==> src/rtl/bisr_pkg.sv <==
// Shared types and width helpers for the BISR redundant-unit allocation logic.
// Pure declarations: no logic, no latency.
// Backpressure: not applicable.
package bisr_pkg;

  // Allocation pass states
  typedef enum logic [1:0] {
    IDLE = 2'd0,
    SCAN = 2'd1,
    DONE = 2'd2
  } alloc_state_t;

  // Index width that never collapses to zero bits for single-entry dimensions
  function automatic int clog2_min1(input int n);
    return (n > 1) ? $clog2(n) : 1;
  endfunction

endpackage

==> src/rtl/ru_allocator_lookup.sv <==
// Combinational lookup of a PE coordinate in the RU mapping table.
// Latency: zero cycles; result follows table registers and query inputs directly.
// Backpressure: none; the lookup is gated off while an allocation pass is running.
module ru_lookup
  import bisr_pkg::*;
#(
  parameter int NUM_RU = 4,
  parameter int RW     = 2,
  parameter int CW     = 2,
  parameter int UW     = 2
) (
  input  logic                 busy,
  input  logic [NUM_RU-1:0]    ru_valid,
  input  logic [NUM_RU*RW-1:0] ru_row,
  input  logic [NUM_RU*CW-1:0] ru_col,
  input  logic [RW-1:0]        query_row,
  input  logic [CW-1:0]        query_col,
  output logic                 query_hit,
  output logic [UW-1:0]        query_ru
);

  // Priority match: scan from the top so the lowest matching index is the last writer
  always_comb begin
    query_hit = 1'b0;
    query_ru  = '0;
    for (int k = NUM_RU - 1; k >= 0; k--) begin
      if (ru_valid[k] &&
          (ru_row[k*RW +: RW] == query_row) &&
          (ru_col[k*CW +: CW] == query_col)) begin
        query_hit = 1'b1;
        query_ru  = UW'(k);
      end
    end
    // The table is half-built during a pass, so it is not offered to consumers
    if (busy) begin
      query_hit = 1'b0;
      query_ru  = '0;
    end
  end

endmodule

==> src/rtl/ru_allocator.sv <==
// Scans a snapshot of the PE fault matrix column-major and maps faulty PEs onto redundant units.
// Latency: ROWS*COLS+1 cycles from accepted start to the done pulse; table entries visible one cycle after write.
// Backpressure: start is only honoured in IDLE; starts during a pass are dropped, not queued.
module ru_allocator
  import bisr_pkg::*;
#(
  parameter int ROWS   = 4,
  parameter int COLS   = 4,
  parameter int NUM_RU = 4,
  localparam int RW    = clog2_min1(ROWS),
  localparam int CW    = clog2_min1(COLS),
  localparam int UW    = clog2_min1(NUM_RU),
  localparam int NW    = $clog2(ROWS*COLS + 1)
) (
  input  logic                 clk,
  input  logic                 rst,
  input  logic                 start,
  input  logic [ROWS*COLS-1:0] fault_mat,
  output logic                 busy,
  output logic                 done,
  output logic [NUM_RU-1:0]    ru_valid,
  output logic [NUM_RU*RW-1:0] ru_row,
  output logic [NUM_RU*CW-1:0] ru_col,
  output logic [NW-1:0]        fault_count,
  output logic                 overflow,
  input  logic [RW-1:0]        query_row,
  input  logic [CW-1:0]        query_col,
  output logic                 query_hit,
  output logic [UW-1:0]        query_ru
);

  localparam int NPE = ROWS * COLS;
  localparam int IW  = clog2_min1(NPE);

  localparam logic [IW-1:0] IDX_LAST = IW'(NPE - 1);
  localparam logic [RW-1:0] R_LAST   = RW'(ROWS - 1);
  localparam logic [UW:0]   PTR_FULL = (UW+1)'(NUM_RU);
  localparam logic [NW-1:0] CNT_MAX  = NW'(NPE);

  alloc_state_t         state_q;
  logic                 busy_q;
  logic                 done_q;
  logic [NPE-1:0]       snap_q;
  logic [RW-1:0]        r_q;
  logic [CW-1:0]        c_q;
  // Flat bit index kept alongside (r,c) so the snapshot is addressed without a multiplier
  logic [IW-1:0]        idx_q;
  // One extra bit so "all RUs taken" is a distinct value
  logic [UW:0]          alloc_ptr_q;
  logic [NUM_RU-1:0]    ru_valid_q;
  logic [NUM_RU*RW-1:0] ru_row_q;
  logic [NUM_RU*CW-1:0] ru_col_q;
  logic [NW-1:0]        fault_count_q;
  logic                 overflow_q;

  // Allocation FSM, scan counters and mapping table, all with registered outputs
  always_ff @(posedge clk) begin
    if (rst) begin
      state_q       <= IDLE;
      busy_q        <= 1'b0;
      done_q        <= 1'b0;
      snap_q        <= '0;
      r_q           <= '0;
      c_q           <= '0;
      idx_q         <= '0;
      alloc_ptr_q   <= '0;
      ru_valid_q    <= '0;
      ru_row_q      <= '0;
      ru_col_q      <= '0;
      fault_count_q <= '0;
      overflow_q    <= 1'b0;
    end else begin
      done_q <= 1'b0;
      case (state_q)
        IDLE: begin
          if (start) begin
            // Freeze the matrix so later changes cannot disturb this pass
            snap_q        <= fault_mat;
            r_q           <= '0;
            c_q           <= '0;
            idx_q         <= '0;
            alloc_ptr_q   <= '0;
            ru_valid_q    <= '0;
            ru_row_q      <= '0;
            ru_col_q      <= '0;
            fault_count_q <= '0;
            overflow_q    <= 1'b0;
            busy_q        <= 1'b1;
            state_q       <= SCAN;
          end
        end

        SCAN: begin
          if (snap_q[idx_q]) begin
            if (fault_count_q != CNT_MAX) begin
              fault_count_q <= fault_count_q + 1'b1;
            end
            if (alloc_ptr_q < PTR_FULL) begin
              for (int k = 0; k < NUM_RU; k++) begin
                if (alloc_ptr_q == (UW+1)'(k)) begin
                  ru_valid_q[k]          <= 1'b1;
                  ru_row_q[k*RW +: RW]   <= r_q;
                  ru_col_q[k*CW +: CW]   <= c_q;
                end
              end
              alloc_ptr_q <= alloc_ptr_q + 1'b1;
            end else begin
              overflow_q <= 1'b1;
            end
          end

          // Column-major walk: rows fastest, carry into the column counter
          if (r_q == R_LAST) begin
            r_q <= '0;
            c_q <= c_q + 1'b1;
          end else begin
            r_q <= r_q + 1'b1;
          end
          idx_q <= idx_q + 1'b1;

          if (idx_q == IDX_LAST) begin
            state_q <= DONE;
            done_q  <= 1'b1;
          end
        end

        DONE: begin
          busy_q  <= 1'b0;
          state_q <= IDLE;
        end

        default: begin
          busy_q  <= 1'b0;
          state_q <= IDLE;
        end
      endcase
    end
  end

  assign busy        = busy_q;
  assign done        = done_q;
  assign ru_valid    = ru_valid_q;
  assign ru_row      = ru_row_q;
  assign ru_col      = ru_col_q;
  assign fault_count = fault_count_q;
  assign overflow    = overflow_q;

  ru_lookup #(
    .NUM_RU (NUM_RU),
    .RW     (RW),
    .CW     (CW),
    .UW     (UW)
  ) u_lookup (
    .busy      (busy_q),
    .ru_valid  (ru_valid_q),
    .ru_row    (ru_row_q),
    .ru_col    (ru_col_q),
    .query_row (query_row),
    .query_col (query_col),
    .query_hit (query_hit),
    .query_ru  (query_ru)
  );

endmodule

==> config.mk <==
export PLATFORM = sky130hd
export DESIGN_NAME = ru_allocator
export DESIGN_NICKNAME = d
export VERILOG_FILES = /design/src/rtl/bisr_pkg.sv /design/src/rtl/ru_allocator_lookup.sv /design/src/rtl/ru_allocator.sv
export SDC_FILE = /design/constraint.sdc
export NUM_CORES = 1
export LEC_CHECK = 0
export BUFFER_PORTS_ARGS = -buffer_cell sky130_fd_sc_hd__buf_2
export CORE_MARGIN = 2
export CORE_UTILIZATION = 45
export DETAILED_ROUTE_END_ITERATION = 6
export PLACE_DENSITY_LB_ADDON = 0.05
export REMOVE_ABC_BUFFERS = 1
export SLEW_MARGIN = 20
export SYNTH_ARGS = -nofsm -noshare
export SYNTH_HDL_FRONTEND = slang
export SYNTH_SLANG_ARGS = --single-unit
==> constraint.sdc <==
create_clock -name clk -period 4.5 [get_ports clk]
set_input_delay 0.45 -clock clk [delete_from_list [all_inputs] [get_ports clk]]
set_output_delay 0.45 -clock clk [all_outputs]
set_load 0.02 [all_outputs]
# After elaboration in Yosys (flattened, before gate mapping)
# Cells that the tools add are included.
word_totals:
  output_inout_bits: 31
  elab_cells: 139
  reg_bits: 57
  inputBits: 23
op_classes:
  muxes: 59
  reduce_logical: 24
  n_eq_ne: 26
  bitwise_logic: 1
  order_cmp: 2
  add_sub_neg: 5
op_table:
  columns: ["cell", "n"]
  rows:
  - ["$mux 8", 5]
  - ["$mux 2", 18]
  - ["$pmux 8 s2", 2]
  - ["$ne 2x2->1 const B", 11]
  - ["$reduce_and 5->1", 4]
  - ["$eq 2x2->1", 8]
  - ["$pmux 4 s2", 2]
  - ["$mux 1", 15]
  - ["$mux 5", 3]
  - ["$mux 4", 3]
  - ["$pmux 2 s2", 3]
  - ["$reduce_and 4->1", 3]
  - ["$pmux 5 s2", 1]
  - ["$mux 3", 3]
  - ["$logic_and 1x1->1", 8]
  - ["$reduce_and 2->1", 4]
  - ["$eq 3x2->1 const B", 2]
  - ["$pmux 3 s2", 1]
  - ["$add 5x1->5 const B", 1]
  - ["$lt 4x5->1 const B", 1]
  - ["$ne 5x5->1 const B", 1]
  - ["$add 2x1->2 const B", 2]
  - ["$add 4x1->4 const B", 1]
  - ["$bmux 1 s4", 1]
  - ["13 further kinds", 14]

# Depth between registers and ports, before layout
# Gate-level depths: netlist of run 1.
logic_depth:
  depth_word: 8
  ltp_mapped: 7
  ltp_nobuf: 6

# Cells and area by module
# From an unflattened synthesis of run 1, not the netlist that was laid out.
unflattened:
  hier_cells: 330
  hier_area_um2: 2986.6
by_module_without_submodules:
  columns: ["module", "seq_area_each_um2", "area_each_um2", "instances", "cells_each"]
  rows:
  - ["ru_allocator", 1141.1, 2751.4, 1, 299]
  - ["ru_lookup", 0.0, 235.2, 1, 31]

# Worst setup path before layout of run 1
# No wires, ideal clock.
synth_timing:
  kind: "reg2out"
  from: "register ru_row_q[0] (netlist: ru_row[0])"
  to: "output query_ru[1]"
  path_stages_with_launch: 5
  n_path_buf: 0
  path_slack_ns: 2.574
  t_arrival_ns: 1.476
  required_ns: 4.050
  cell_sequence: "dfxtp_1 xor2_1 nor4_1 or2_2 nor3_1"
synth_between:
  elab_chain_len: 5
synth_rtl:
  columns: ["element", "line_no", "rtl"]
  rows:
  - ["from (decl)", "ru_allocator.sv:51", "logic [NUM_RU*RW-1:0] ru_row_q;"]
  - ["from (signal, indexed assignment)", "ru_allocator.sv:102", "ru_row_q[k*RW +: RW] <= r_q;"]
  - ["$eq 2x2->1", "ru_allocator_lookup.sv:28", "(ru_row[k*RW +: RW] == query_row) &&"]
  - ["$logic_and 1x1->1", "ru_allocator_lookup.sv:27", "if (ru_valid[k] &&"]
  - ["$logic_and 1x1->1", "ru_allocator_lookup.sv:28", null]
  - ["$mux 2", "ru_allocator_lookup.sv:27", null]
  - ["$mux 2", "ru_allocator_lookup.sv:35", "if (busy) begin"]
  - ["to (decl)", "ru_allocator.sv:29", "output logic [UW-1:0] query_ru"]
# Every way passes these cells.

# Worst setup path after layout of run 1
layout_timing:
  from: "register idx_q[0]"
  to: "register alloc_ptr_q[0]"
layout_between:
  elab_chain_len: 4
layout_rtl:
  columns: ["element", "line_no", "rtl"]
  rows:
  - ["from (decl)", "ru_allocator.sv:47", "logic [IW-1:0] idx_q;"]
  - ["from (signal assigned)", "ru_allocator.sv:119", "idx_q <= idx_q + 1'b1;"]
  - ["$bmux 1 s4", "ru_allocator.sv:94", "if (snap_q[idx_q]) begin"]
  - ["$mux 1 (implied by the code)", "ru_allocator.sv:94", null]
  - ["$ne 2x2->1 (no source line)", null, null]
  - ["$reduce_and 4->1 (no source line)", null, null]
  - ["to (signal assigned)", "ru_allocator.sv:106", "alloc_ptr_q <= alloc_ptr_q + 1'b1;"]
  - ["to (decl)", "ru_allocator.sv:49", "logic [UW:0] alloc_ptr_q;"]
# Every way passes these cells. The select of a mux whose other input is x is not followed.
# A chain may end at the register's enable or synchronous reset.

==> results.md, run 1 <==
* Fin crit period at 2.34 ns
* Sequential area share after synthesis at 42.3%
* # fillers at 583
* Vias in the first global route at 2145
* Initial DRC count at 64
* Initial antenna violation count at 0
* CTS Sinks at between 50 and 60
* CP Cell Sequence: mux2i_1 > o221a_2 > a22oi_2 > o21ai_0 > mux2_2
* Max-Cap Viols at 0
* TritonRoute pass-1 iters at 4
* Fmax at approximately 430 MHz
* Post-Syn Area at 0.00270 sq mm
* Largest net degree at the start of global routing at 37
* Worst IR drop on VDD at 0.164 mV
* Pre-CTS setup slack at ~2.2 ns
* Final slew viol count at 0
* Leak at 1.31 nW
* Yosys reg bits at 57
* Die width at 81.5 microns
* Period utilisation layout at 52.0%
* Rows at 28
* Largest buffer count on any clock path at 2
* IO Port Bufs at 53
* N_diodes at 0
* Post-synth EDFFs at 0
* WP data arrival at 2.55 ns
* Setup crit start kind: flop
* Multiplexer share of the synthesized area at 3.80%
* Setup violators final at 0
* First-pass GRT wire length at ~10000 microns
* Crit path max fanout at 17
* Min-Delay Startpoint: fault_mat[12]
* Setup Crit Path Kind: flop to flop
* Final nets at 390
* Mapped Avg Cell Area at 8.80 sq um
* Hold-fix buffers at CTS at 0
* Worst-Margin Slew at 0.777 ns
* Largest family of logic cells by synthesized area: compound AO/OA/AOI/OAI gates
* Largest stage delay on the critical path at 0.64 ns
* GR Overflow Total at 0
* TritonCTS clock tree: yes
* Setup ws final at 2.16 ns
* DR vias/cell at 5.43
* RSZ-0062 raised after global routing: no
* Initial Utilization at between 40% and 50%
* Max-Slew Margin vs Limit at 48.1%
* Worst-path clk slew at approximately 0.070 ns
* CP max-delay cell: a22oi_2
* Ys flop type: dfxtp_1
* Xor/xnor share of the synthesized area at 5.19%
* Setup TNS at 0 ns
* Path category of the worst min-delay check: input port to flop
* Ys async rst share at 0%
* Share of the synthesized area in the top cell type at 42.3%
* Setup Buffers After CTS at 0
* Vias at 2379
* DR WL/cell at 14.5 microns
* Area delta synth->final at 19.7%
* Status: complete, no violations
* P per Cell Area at 364 mW/mm^2
* I/O pin cnt at 54
* CTS H-tree lvls at 3
* Total CTS buffers at 9
* Simple-Gate Fraction of Synth Area at 19.6%
* Area of the die at 0.00664 sq mm
* Top cells by area, synth: dfxtp_1, nand2_1, a21oi_1
* Total track usage at about a fifth
* Clock Skew at 0.0139 ns
* Adder-Cell Fraction of Synth Area at roughly 4.2%
* Synth warn at 0
* Die H at around 80 microns
* Cell taking the most area after synthesis: dfxtp_1
* Hold Fails Final Rpt at 0
* DP HPWL at 4570 microns
* Critical Path Start: idx_q[0]
* Synth Area in Compound Gates at 20.9%
* Post-Route WL at around 6400 microns
* Reg2reg start: idx_q[0]
* Cell variety after synth at 45
* Root buffer selected by CTS: clkbuf_8
* DRC viols at 0
* GP Congestion at 0.782
* CP required at between 4 and 5 ns
* Mapped Cells at 307
* Post-DRT Antenna Nets at 0
* Clk_lat worst skew at 0.33 ns
* Share of layout cells above drive strength 1 at 23.7%
* Post-CTS Resized at 0
* Critical path capture point type: flop
* Core area at 0.00585 sq mm
==> routing by layer <==
| metal | up-vias | GRT usage, % | routed length [microns] |
|---|---|---|---|
| li1 | 1200 | - | - |
| met5 | - | 0 | 0 |
| met4 | 0 | 10.0 | 105 |
| met1 | 1120 | 27.1 | 3150 |
| met3 | 10 | 4.40 | 236 |
| met2 | 49 | 32.5 | 2870 |
==> worst max-delay path: cells and delay by family (launching register included) <==
kind / cells / cell delay, ns
muxes: 2 / 0.43
AOI/OAI and AO/OA: 3 / 1.23
DFF: 1 / 0.56
==> state kept, by name, summed over array words and instances, names as in the netlist, 2 cells and up <==
| register | cells |
|---|---|
| ru_valid | 4 |
| ru_col | 8 |
| state_q | 2 |
| ru_row | 8 |
| fault_count | 5 |
| snap_q | 16 |
| r_q | 2 |
| idx_q | 4 |
| c_q | 2 |
| alloc_ptr_q | 3 |
==> power breakdown <==
part	internal, mW	switching (mW)
combinational	0.0395	0.0752
clock	0.326	0.205
sequential	0.517	0.0121
total	0.883	0.292
==> synthesized netlist by cell type (2+ instances only) <==
master,count
nand2b_1,6
nor3_1,7
dfxtp_1,57
nor2b_1,3
a21oi_1,32
a221oi_1,4
buf_6,2
or4_1,2
ha_1,9
nand3_1,5
nand4b_1,3
nand4_1,2
o21ai_0,8
xor2_1,12
o2bb2ai_1,16
buf_1,2
clkbuf_1,9
xnor2_1,4
nand2_1,48
nor4_1,3
buf_2,2
o211ai_1,5
mux2i_1,2
nor2_1,21
mux2_2,3
a31oi_1,10
or2_2,3
inv_1,10
==> area by class of cell <==
| cell class | count | area [sq um] | area share [%] |
|---|---|---|---|
| inverter | 10 | 37.5 | 1.16 |
| multi-input combinational | 225 | 1460 | 45.1 |
| timing repair buffer | 55 | 280 | 8.67 |
| clock buffer | 11 | 141 | 4.37 |
| clock inverter | 5 | 78.8 | 2.44 |
| tap | 75 | 93.8 | 2.90 |
| sequential | 57 | 1140 | 35.3 |
==> layout by cell type (no fill, tap or decap), types with 2 or more instances in the layout <==
cell type | netlist | layout
clkbuf_8 | 0 | 10
nor4_1 | 3 | 3
nor3_1 | 7 | 6
nor2b_1 | 3 | 3
o21ai_0 | 8 | 8
nand4_1 | 2 | 2
mux2i_1 | 2 | 2
a221oi_1 | 4 | 4
bufinv_16 | 0 | 2
buf_4 | 0 | 2
nor2_1 | 21 | 21
nand3_1 | 5 | 5
or2_2 | 3 | 3
o211ai_1 | 5 | 5
ha_1 | 9 | 9
nand2b_1 | 6 | 6
a31oi_1 | 10 | 10
nand4b_1 | 3 | 3
clkinv_2 | 0 | 2
o2bb2ai_1 | 16 | 16
or4_1 | 2 | 2
buf_2 | 2 | 53
xnor2_1 | 4 | 4
inv_1 | 10 | 10
a21oi_1 | 32 | 32
dfxtp_1 | 57 | 57
mux2_2 | 3 | 3
xor2_1 | 12 | 12
nand2_1 | 48 | 48
==> through the flow <==
stage | area, sq um | power (mW) | instances | util (%) | hold slack [ns]
2_1_floorplan | 2630 | 0.608 | 292 | - | 0.425
3_3_place_gp | 3010 | 0.653 | 422 | 51.4 | 0.443
3_5_place_dp | 3010 | 0.656 | 422 | 51.4 | 0.444
4_1_cts | 3230 | 1.19 | 438 | 55.1 | 0.334
5_1_grt | 3230 | 1.23 | 438 | 55.2 | 0.341
6_report | 3230 | 1.17 | 438 | 55.2 | 0.348
==> cell families after synthesis <==
family / count (synthesis)
AOI/OAI and AO/OA: 82
buffers and inverters: 25
adders and majority gates: 9
xor gates and xnor gates: 16
muxes: 7
DFF: 57
and+or+nand+nor: 111
==> worst paths after layout <==
path         cells after the start  slack, ns        endpoint
max reg2reg                      5       2.16  alloc_ptr_q[0]
max                              5       2.16  alloc_ptr_q[0]
min reg2reg                      2       0.45       snap_q[5]
min                              3       0.35      snap_q[12]
Note: power is estimated with default switching activity, not from simulation.
==> inputs of run 2 (changes only) <==
Clock period 4.5 ns to 2.2 ns, I/O delays scaled along.
==> run 2 against run 1 <==
Net effect: total power increased by 89%; critical path depth unchanged; die area unchanged; clock-buffer cell count increased by 2; register-to-register slack got worse by 1.9 ns; first-iteration DRC count increased by 75%; largest power group is now registers; via count increased by 1.9%; non-clock buffer count increased by 7; sequential power increased by 100%.
==> results.md, run 2 (synthesized netlist as in run 1, its figures left out) <==
* Clk_lat worst skew at 0.33 ns (about the same)
* Final nets at 398 (+2.1%)
* DR vias/cell at 5.45 (+0.33%)
* Most frequent cells in the layout: dfxtp_1, buf_2, nand2_1, a21oi_1, nor2_1
* Clock Skew at 0.00993 ns (-0.00395 ns)
* TritonRoute pass-1 iters at 4 (unchanged)
* Crit path max fanout at 10 (-7)
* Initial antenna violation count at 0 (unchanged)
* Setup crit start kind: flop
* Largest stage delay on the critical path at 0.50 ns (-0.14 ns)
* Largest buffer count on any clock path at 2 (unchanged)
* Fmax at 503 MHz (+18%)
* Total track usage at 20.6% (-0.13 points)
* Area delta synth->final at 20.3%
* Initial Utilization at 46.2% (unchanged)
* Fin crit period at 1.99 ns (-0.353 ns)
* Vias in the first global route at 2158 (+0.61%)
* Worst-Margin Slew at 0.526 ns (-0.251 ns)
* I/O pin cnt at 54 (unchanged)
* Setup TNS at 0 ns (unchanged)
* Hold Fails Final Rpt at 0 (unchanged)
* Die width at 81.5 microns (unchanged)
* Root buffer selected by CTS: clkbuf_8
* Initial DRC count at 112 (+75%)
* Largest net degree at the start of global routing at 33 (-11%)
* Setup ws final at 0.214 ns (-1.95 ns)
* Setup Crit Path Kind: flop to flop
* First-pass GRT wire length at 10400 microns (+0.20%)
* Post-DP Area at 0.00305 sq mm (+1.5%)
* Die H at 81.5 microns (unchanged)
* Most flops, register: snap_q
* Max-Cap Viols at 0 (unchanged)
* Path category of the worst min-delay check: input port to flop
* Total CTS buffers at 9 (unchanged)
* Area of the die at 0.00664 sq mm (unchanged)
* Max reg flops at 16 (unchanged)
* Leak at 1.33 nW (+1.7%)
* P per Cell Area at 685 mW/mm^2 (+88%)
* # fillers at 571 (-2.1%)
* CTS Sinks at 57 (unchanged)
* CP max-delay cell: or4_1
* CTS H-tree lvls at 3 (unchanged)
* Final slew viol count at 0 (unchanged)
* RSZ-0062 raised after global routing: no
* Switching part of the total power at 26.0% (+1.1 points)
* Worst-path clk slew at 0.06 ns (about the same)
* CP Cell Sequence: nand2b_1 > o221a_2 > a22o_4 > or4_1 > a31oi_1
* DR WL/cell at 14.3 microns (-1.7%)
* Status: complete, no violations
* Max-Slew Margin vs Limit at 64.9% (+17 points)
* Pre-CTS setup slack at 0.0331 ns (-2.14 ns)
* Setup violators final at 0 (unchanged)
* Hold-fix buffers at CTS at 0 (unchanged)
* Post-route cell area at 0.00325 sq mm (+0.50%)
* Commonest non-fill, non-tap cell in the layout: dfxtp_1
* Cell-internal power at 1.65 mW (+87%)
* Post-DRT Antenna Nets at 0 (unchanged)
* Logic gate share of total power at 11.2% (+1.4 points)
* Worst IR drop on VDD at 0.396 mV (+140%)
* Psw at 0.578 mW (+98%)
* GR Overflow Total at 0 (unchanged)
* Post-Route WL at 6360 microns (about the same)
* WP data arrival at 2.24 ns (-0.31 ns)
* Rows at 28 (unchanged)
* Core area at 0.00585 sq mm (unchanged)
* Critical path capture point type: flop
* Period utilisation layout at 90.3% (+38 points)
* Clk network pwr share at 40.1% (-5.1 points)
* DRC viols at 0 (unchanged)
* Share of layout cells above drive strength 1 at 25.1% (+1.4 points)
* N_diodes at 0 (unchanged)
* Flop pwr share at 48.7% (+3.6 points)
* DP HPWL at 4560 microns (-0.37%)
* CP required at 2.45 ns (-2.26 ns)
* Vias at 2425 (+1.9%)
* GP Congestion at 0.795 (+1.7%)
* TritonCTS clock tree: yes
* Power, Total at 2.22 mW (+89%)
* IO Port Bufs at 53 (unchanged)
-- run 2: changes by cell type in the layout (fill, tap and decap cells not counted) --
cell,change
o21ai_1,+1
clkinvlp_4,+1
o21ai_0,-1
clkinv_4,-1
nor3_2,+1
buf_4,+7
clkbuf_8,+2
bufinv_16,-2
clkinv_2,-1
nor3_4,-1
dfxtp_2,+1
dfxtp_1,-1
a22oi_1,+1
-- run 2: worst paths after layout --
path / startpoint / endpoint / slack [ns] / depth (start not counted)
min: rst / fault_count[4] / 0.12 / 2
max: idx_q[2] / fault_count[4] / 0.21 / 5
min reg2reg: snap_q[2] / snap_q[2] / 0.45 / 2
max reg2reg: idx_q[2] / fault_count[4] / 0.21 / 5
-- run 2: cell type report --
class / count / area, sq um / share of cell area, %
Timing Repair Buffer: 62 / 333 / 10.2
Inverter: 10 / 37.5 / 1.16
Clock inverter: 2 / 12.5 / 0.385
Tap cell: 75 / 93.8 / 2.89
Clock buffer: 13 / 169 / 5.20
Multi-Input combinational cell: 226 / 1460 / 45.0
Sequential cell: 57 / 1140 / 35.2
-- run 2: layer usage --
metal	vias up	global-route usage (%)	wire [microns]	part of all wire (%)
met5	-	0	0	0
met4	0	8.14	76	1.2
met3	7	4.73	326	5.1
met2	73	31.8	2870	45
met1	1133	28.0	3080	48
li1	1212	-	-	-
-- run 2: stage by stage --
stage | hold slack [ns] | instances | utilization [%]
after floorplan | 0.289 | 292 | -
after global placement | 0.444 | 428 | 52.1
after detailed placement | 0.447 | 428 | 52.1
after CTS | 0.106 | 443 | 55.2
after global routing | 0.114 | 445 | 55.5
final | 0.117 | 445 | 55.5
-- run 2: critical path: cells and delay by family (launching register included) --
| family | cells | cell delay (ns) |
|---|---|---|
| simple gates | 2 | 0.68 |
| compound gates | 3 | 0.83 |
| flops | 1 | 0.40 |
-- run 2: power groups by stage --
stage               Clock [mW]  Combinational (mW)  Sequential [mW]
floorplan                    0               0.141             1.10
global placement             0               0.246             1.11
detailed placement           0               0.247             1.11
CTS                      0.906               0.248             1.08
global route             0.966               0.280             1.09
finish                   0.892               0.250             1.08
-- run 2: timing repair --
action,in CTS,in global routing
resized for setup,0,2
endpoints found under the hold margin,0,0
buffers inserted,0,1
setup endpoints to repair,0,19
==> inputs of run 3 (changes only) <==
Settings changed: BUFFER_PORTS_ARGS -buffer_cell sky130_fd_sc_hd__buf_2 to -buffer_cell sky130_fd_sc_hd__buf_4.
==> run 3 against run 2 <==
Net effect: utilization is 3.5 points higher; global-route usage is 0.42 points higher; routed wire length up 0.30%; critical path type unchanged; highest routed layer unchanged.
==> results.md, run 3 (synthesized netlist as in run 1, its figures left out) <==
* Multi-input logic area at 0.00145 sq mm (-0.86%)
* Setup crit start kind: flop
* Rows at 28 (unchanged)
* TritonCTS clock tree: yes
* DRC viols at 0 (unchanged)
* Clk_lat worst skew at 0.34 ns (about the same)
* Status: complete, no violations
* Worst-Margin Slew at 0.487 ns (-0.0387 ns)
* TritonRoute pass-1 iters at 4 (unchanged)
* P per Cell Area at 754 mW/mm^2 (+10%)
* Setup Buffers After CTS at 0 (unchanged)
* Die width at 81.5 microns (unchanged)
* I/O pin cnt at 54 (unchanged)
* Most flops, register: snap_q
* Vias at 2342 (-3.4%)
* # fillers at 552 (-3.3%)
* Final nets at 396 (-0.50%)
* CTS H-tree lvls at 3 (unchanged)
* Most frequent cells in the layout: buf_4, dfxtp_1, nand2_1, a21oi_1, nor2_1
* Die H at 81.5 microns (unchanged)
* Vias in the first global route at 2173 (+0.70%)
* Setup TNS at 0 ns (unchanged)
* Largest net degree at the start of global routing at 37 (+12%)
* Root buffer selected by CTS: clkbuf_8
* Post-route cell area at 0.00345 sq mm (+6.3%)
* Area delta synth->final at 27.9%
* GP Congestion at 0.796 (about the same)
* R2R depth at 6 (+1)
* First-pass GRT wire length at 10600 microns (+1.1%)
* Cell depth of the worst hold path at 3 (+1)
* Fin crit period at 2.04 ns (+0.0558 ns)
* Initial Utilization at 46.2% (unchanged)
* IO Port Bufs at 53 (unchanged)
* Commonest non-fill, non-tap cell in the layout: buf_4
* Clock Skew at 0.00838 ns (-0.00155 ns)
* DR vias/cell at 5.27 (-3.2%)
* Setup Crit Path Kind: flop to flop
* Hold Fails Final Rpt at 0 (unchanged)
* Total CTS buffers at 9 (unchanged)
* Critical path capture point type: flop
* Leak at 1.37 nW (+3.1%)
* CP required at 2.43 ns (-0.02 ns)
* Post-Route WL at 6370 microns (+0.30%)
* Sequential standard cell area at 0.00114 sq mm (-0.11%)
* RSZ-0062 raised after global routing: no
* Post-DRT Antenna Nets at 0 (unchanged)
* Path category of the worst min-delay check: input port to flop
* Max reg flops at 16 (unchanged)
* Post-DP Area at 0.00319 sq mm (+4.6%)
* GR Overflow Total at 0 (unchanged)
* Share of layout cells above drive strength 1 at 24.9% (-0.20 points)
* Core area at 0.00585 sq mm (unchanged)
* Total track usage at 21.0% (+0.42 points)
* Period utilisation layout at 92.8% (+2.5 points)
* WP data arrival at 2.27 ns (+0.03 ns)
* Area of the die at 0.00664 sq mm (unchanged)
* DP HPWL at 4700 microns (+3.3%)
* Initial DRC count at 70 (-38%)
* Max-Slew Margin vs Limit at 67.2% (+2.3 points)
* Setup violators final at 0 (unchanged)
* Fmax at 490 MHz (-2.7%)
* CTS Sinks at 57 (unchanged)
* Max-Cap Viols at 0 (unchanged)
* Worst-path clk slew at 0.07 ns (about the same)
* DR WL/cell at 14.4 microns (+0.52%)
* N_diodes at 0 (unchanged)
* Worst IR drop on VDD at 0.569 mV (+44%)
* Crit path max fanout at 10 (unchanged)
* Initial antenna violation count at 0 (unchanged)
* Final slew viol count at 0 (unchanged)
* Largest buffer count on any clock path at 2 (unchanged)
## run 3: path summary, 6_finish.rpt
path	start	end	slack (ns)
setup / recovery	idx_q[1]	ru_col[7]	0.16
hold / removal	fault_mat[3]	snap_q[3]	0.12
setup reg to reg	idx_q[1]	ru_col[7]	0.16
hold reg to reg	snap_q[7]	snap_q[7]	0.45
## run 3: worst max-delay path, stage by stage (launching register included)
cell	delay, ns
dfxtp_1	0.48
mux2_2	0.40
a221oi_4	0.41
a22oi_2	0.21
buf_12	0.19
nand2_1	0.14
o2bb2ai_1	0.09
## run 3: area by class of cell
| type | instances | share of cell area (%) |
|---|---|---|
| clock buffer | 12 | 4.78 |
| clock inverter | 4 | 2.83 |
| inverter | 10 | 1.09 |
| multi-input combinational | 225 | 41.9 |
| sequential | 57 | 33.0 |
| tap | 75 | 2.72 |
| timing repair buffer | 61 | 13.6 |
## run 3: report_power, final
| group | switching (mW) | internal, mW | leakage, nW |
|---|---|---|---|
| Clock | 0.416 | 0.845 | 0.129 |
| Sequential | 0.0220 | 1.06 | 0.462 |
| Combinational | 0.154 | 0.109 | 0.784 |
## run 3: timing repair
action,4_1_cts,5_1_grt
resized for setup,0,2
setup endpoints to repair,0,8
hold buffers,0,0
## run 3: routing by layer
metal	share of wire [%]	wire (microns)	track usage, %	up-vias
met4	0.96	61	11.2	0
met5	0	0	0	-
li1	-	-	-	1216
met2	46	2960	32.7	52
met3	4.2	266	4.07	5
met1	48	3080	27.6	1069
## run 3: metrics by stage
step | hold WS (ns) | setup WS [ns] | util (%) | power (mW) | cells
CTS | 0.105 | 0.0979 | 59.0 | 2.63 | 444
floorplan | 0.289 | 0.204 | - | 1.24 | 292
global placement | 0.439 | 0.171 | 54.5 | 1.36 | 428
global route | 0.132 | 0.00639 | 59.0 | 2.71 | 444
finish | 0.124 | 0.158 | 59.0 | 2.60 | 444
detailed placement | 0.447 | 0.111 | 54.5 | 1.37 | 428
